### src/rtl/decoder_4x16_if.sv
// Select/enable bus into the 4-to-16 decoder and its decoded line outputs.
// The address side uses the master modport, the decoder the slave modport.
interface decoder_4x16_if;
    logic        en;
    logic        w;
    logic        a;
    logic        b;
    logic        c;
    logic [15:0] d;
    logic        d_valid;

    modport master (
        output en,
        output w,
        output a,
        output b,
        output c,
        input  d,
        input  d_valid
    );

    modport slave (
        input  en,
        input  w,
        input  a,
        input  b,
        input  c,
        output d,
        output d_valid
    );
endinterface

### src/rtl/decoder_4x16.sv
// 4-to-16 chip/row-select decoder built from two 3-to-8 halves steered by w,
// with optional output register and selectable output polarity.
module decoder_4x16 #(
    parameter bit REGISTERED = 1'b1,
    parameter bit ACTIVE_LOW = 1'b0
) (
    input  logic          clk,
    input  logic          rst,
    decoder_4x16_if.slave bus
);

    localparam logic [15:0] D_INACTIVE = ACTIVE_LOW ? 16'hFFFF : 16'h0000;

    function automatic logic [7:0] dec_3to8(input logic enable, input logic [2:0] sel);
        logic [7:0] lines;
        lines = 8'h00;
        if (enable) begin
            lines[sel] = 1'b1;
        end else begin
            lines = 8'h00;
        end
        return lines;
    endfunction

    logic [2:0]  sel_s;
    logic        lo_en_s;
    logic        hi_en_s;
    logic [15:0] onehot_s;
    logic [15:0] d_next_s;

    // Split the enable by w so at most one half can ever drive a line.
    always_comb begin
        sel_s    = {bus.a, bus.b, bus.c};
        lo_en_s  = bus.en & ~bus.w;
        hi_en_s  = bus.en & bus.w;
        onehot_s = {dec_3to8(hi_en_s, sel_s), dec_3to8(lo_en_s, sel_s)};
        if (ACTIVE_LOW) begin
            d_next_s = ~onehot_s;
        end else begin
            d_next_s = onehot_s;
        end
    end

    generate
        if (REGISTERED) begin : g_reg
            logic [15:0] d_r;
            logic        d_valid_r;

            // Output register; reset wins over any decode on the same edge.
            always_ff @(posedge clk) begin
                if (rst) begin
                    d_r       <= D_INACTIVE;
                    d_valid_r <= 1'b0;
                end else begin
                    d_r       <= d_next_s;
                    d_valid_r <= bus.en;
                end
            end

            assign bus.d       = d_r;
            assign bus.d_valid = d_valid_r;
        end else begin : g_comb
            logic unused_s;
            assign unused_s    = clk ^ rst;
            assign bus.d       = d_next_s;
            assign bus.d_valid = bus.en;
        end
    endgenerate

endmodule

### src/flat_wrapper.sv
// flat-port wrapper written by rule: the top's interface ports become plain ports
module decoder_4x16_flat 
#(
    parameter bit REGISTERED = 1'b1,
    parameter bit ACTIVE_LOW = 1'b0
)
  (clk, rst, bus_en, bus_w, bus_a, bus_b, bus_c, bus_d, bus_d_valid);
  decoder_4x16_if bus_i ();
  input  logic clk;
  input  logic rst;
  input wire logic [$bits(bus_i.en)-1:0] bus_en;
  input wire logic [$bits(bus_i.w)-1:0] bus_w;
  input wire logic [$bits(bus_i.a)-1:0] bus_a;
  input wire logic [$bits(bus_i.b)-1:0] bus_b;
  input wire logic [$bits(bus_i.c)-1:0] bus_c;
  output wire logic [$bits(bus_i.d)-1:0] bus_d;
  output wire logic [$bits(bus_i.d_valid)-1:0] bus_d_valid;
  assign bus_i.en = bus_en;
  assign bus_i.w = bus_w;
  assign bus_i.a = bus_a;
  assign bus_i.b = bus_b;
  assign bus_i.c = bus_c;
  assign bus_d = bus_i.d;
  assign bus_d_valid = bus_i.d_valid;
  decoder_4x16 #(.REGISTERED(REGISTERED), .ACTIVE_LOW(ACTIVE_LOW)) u_core (.clk(clk), .rst(rst), .bus(bus_i));
endmodule
### config.mk
export PLATFORM = sky130hd
export DESIGN_NAME = decoder_4x16_flat
export DESIGN_NICKNAME = d
export VERILOG_FILES = /design/src/rtl/decoder_4x16_if.sv /design/src/rtl/decoder_4x16.sv /design/src/flat_wrapper.sv
export SDC_FILE = /design/constraint.sdc
export NUM_CORES = 1
export LEC_CHECK = 0
export CAP_MARGIN = 5
export CORE_MARGIN = 5
export CORE_UTILIZATION = 36
export DETAILED_ROUTE_END_ITERATION = 10
export GPL_TIMING_DRIVEN = 0
export PLACE_DENSITY = 0.73
export SYNTH_ARGS = -nofsm -noshare
export SYNTH_HDL_FRONTEND = slang
export SYNTH_SLANG_ARGS = --single-unit
### constraint.sdc
create_clock -name clk -period 1.4 [get_ports clk]
set_clock_uncertainty 0.05 [all_clocks]
set_input_delay 0.35 -clock clk [delete_from_list [all_inputs] [get_ports clk]]
set_output_delay 0.35 -clock clk [all_outputs]
set_load 0.03 [all_outputs]
==> flow_summary.yaml <==
run_status:
  outcome: "finished clean"
synth:
  synth_fa_ha_area_share_pct: 0
  avgSynthCellArea_um2: 11.7
  ys_ff_latch: 17
  muxShareOfSynthArea_pct: 0
  synth-simple-area-share_pct: 28.8
  yosys.area.top_type_share_pct: 71.2
  synth_seq_area_share_pct: 71.2
  synth_largest_area_cell: "dfxtp_1"
  synth_area_leaders: "dfxtp_1 71%, nor2_1 9.4%, nand4bb_1 4.7%"
  synth_xor_area_share_pct: 0
  syn_nets: 48
  syn-cell-area_um2: 478
  ys_types: 10
  synth-warning-count: 0
  synth_top_family_by_area: "simple AND/OR/NAND/NOR gates"
  synth_compound_area_share_pct: 0
  syn_inst: 41
global_route:
  antenna_found_initial: 0
  grt_pass1_wl_um: 1350
  grt_usage_pct: 9.41
  grt_max_degree: 10
  grt_pass1_vias: 308
  overflow: 0
timing:
  fin_ws_ns: 0.0484
  setup-violations-final: 0
  worst_pin_slew_ns: 0.300
  post-route-period-util_pct: 96.5
  setup_tns_ns: 0
  final-max-slew-violation-count: 0
  rsz0062_at_grt: "false"
  max_freq_mhz: 740
  period_minus_slack_ns: 1.35
  slew_headroom_pct: 80.1
  finalHoldViolCount: 0
critical_path:
  crit_family: "buffers and inverters"
  worstSetupEndpoint: "bus_d[3]"
  crit_chain: "clkdlybuf4s15_1"
  crit_fanout: 1
  critPathCaptureType: "output pin"
  crit_slowest_cell: "clkdlybuf4s15_1"
  cp.depth: 1
  worstPathRequired_ns: 1.00
  crit_type: "register to output pin"
  critPathLaunch: "u_core.bus.d[3]"
  crit_arrival_ns: 0.95
  path_buf_inv: 1
  cp-start-kind: "register"
  max_stage_delay_ns: 0.36
die:
  coreArea_mm2: 0.00128
  die_w_um: 46.4
  start_util_pct: 37.2
  die_y_um: 46.4
  design.die.area_mm2: 0.00216
  ioPinCount: 24
  rows: 13
final_layout:
  drive_gt1_share_pct: 14.7
  fill_cells: 126
  n_antenna_cell: 0
  final_nets: 76
  ff_latch_area_um2: 340
  syn_to_final_growth_pct: 52.4
  final_cell_area_um2: 728
  multi_input_area_um2: 138
  mostFrequentLayoutCells: "17 x dfxtp_1, 12 x nor2_1, 12 x clkdlybuf4s15_1"
  final_common_cell: "dfxtp_1"
route:
  post_drt_wl_per_cell_um: 10.6
  wl_um: 881
  avgViaCountPerCell: 4.45
  antenna_left: 0
  num_vias: 369
  drt_iter0_drc: 4
  drt_first_pass_iters: 3
  drc: 0
pwr:
  p_leak_nw: 0.291
  seq_power_share_pct: 61.6
  p_sw_share_pct: 21.1
  pwr-share-clk_pct: 30.4
  irDropWorstVdd_mv: 0.505
  p_sw_mw: 0.168
  p_int_mw: 0.629
  p_comb_share_pct: 8.0
  p_per_area_mw_per_mm2: 1090
clocking:
  cts_buffer_depth: 2
  cts_tree: "done"
  cts_setup_buffers: 0
  cts.htree.levels: 1
  root_buffer: "clkbuf_4"
  hold_buffers: 0
  clkSinkCount: 17
  clk_pin_slew_ns: 0.09
  numCtsBuffers: 3
placement:
  portBuffers: 23
  post_dp_cell_area_um2: 727
  place_ws_ns: -0.235
  gp_congestion: 0.657
  dp_hpwl_um: 696
min_path:
  worstHoldPathType: "primary input to register"
run:
  maxCapViolations: 0
==> cell families after synthesis <==
kind of cell     after synthesis
and+or+nand+nor               24
DFF                           17
==> power groups by stage <==
| stage | Clock (mW) | Sequential, mW | Combinational, mW |
|---|---|---|---|
| global route | 0.273 | 0.491 | 0.0696 |
| global placement | 0 | 0.502 | 0.0671 |
| floorplan | 0 | 0.515 | 0.0153 |
| CTS | 0.252 | 0.490 | 0.0641 |
| finish | 0.242 | 0.490 | 0.0639 |
| detailed placement | 0 | 0.502 | 0.0682 |
==> worst min path at each step <==
stage,from,to,slack (ns),depth (start not counted)
CTS,rst,u_core.bus.d_valid,0.63,2
global route,rst,u_core.bus.d_valid,0.64,2
finish,rst,u_core.bus.d_valid,0.64,2
global placement,rst,u_core.bus.d_valid,0.92,2
detailed placement,rst,u_core.bus.d_valid,0.93,2
floorplan,bus_b,u_core.bus.d[0],0.37,1
==> timing repair <==
action	in CTS	in global routing
resized for setup	20	19
setup endpoints to repair	17	17
pin swaps	0	0
==> layer usage <==
metal / vias to the layer above / share of wire (%) / track usage (%)
met5: - / 0 / 0
met4: 0 / 1.2 / 8.52
met3: 2 / 14 / 2.34
met2: 18 / 46 / 13.7
met1: 158 / 40 / 11.1
li1: 191 / - / -
==> per-stage QoR <==
stage | hold slack [ns] | std cells | util [%] | power [mW]
detailed placement | 0.929 | 79 | 56.6 | 0.570
global placement | 0.918 | 79 | 56.6 | 0.569
CTS | 0.634 | 83 | 57.3 | 0.807
global route | 0.644 | 83 | 56.7 | 0.834
floorplan | 0.369 | 41 | - | 0.530
finish | 0.640 | 83 | 56.7 | 0.796
==> registers in the layout, indices dropped and copies added, names as in the netlist <==
| register | flops |
|---|---|
| u_core.bus.d_valid | 1 |
| u_core.bus.d | 16 |
==> Yosys cell counts <==
cell type	count
nor3_1	3
nand4b_1	1
nor2_1	12
dfxtp_1	17
nand2b_1	2
or4b_4	1
nand4bb_1	2
nand2_1	1
nor2b_1	1
nor3_2	1
==> layout make-up <==
cell class | instances | area share [%]
clock buffer | 4 | 3.61
multi-input combinational | 24 | 18.9
timing repair buffer | 23 | 28.2
sequential | 17 | 46.7
tap | 15 | 2.58
Power figures use the tool's default switching activity.
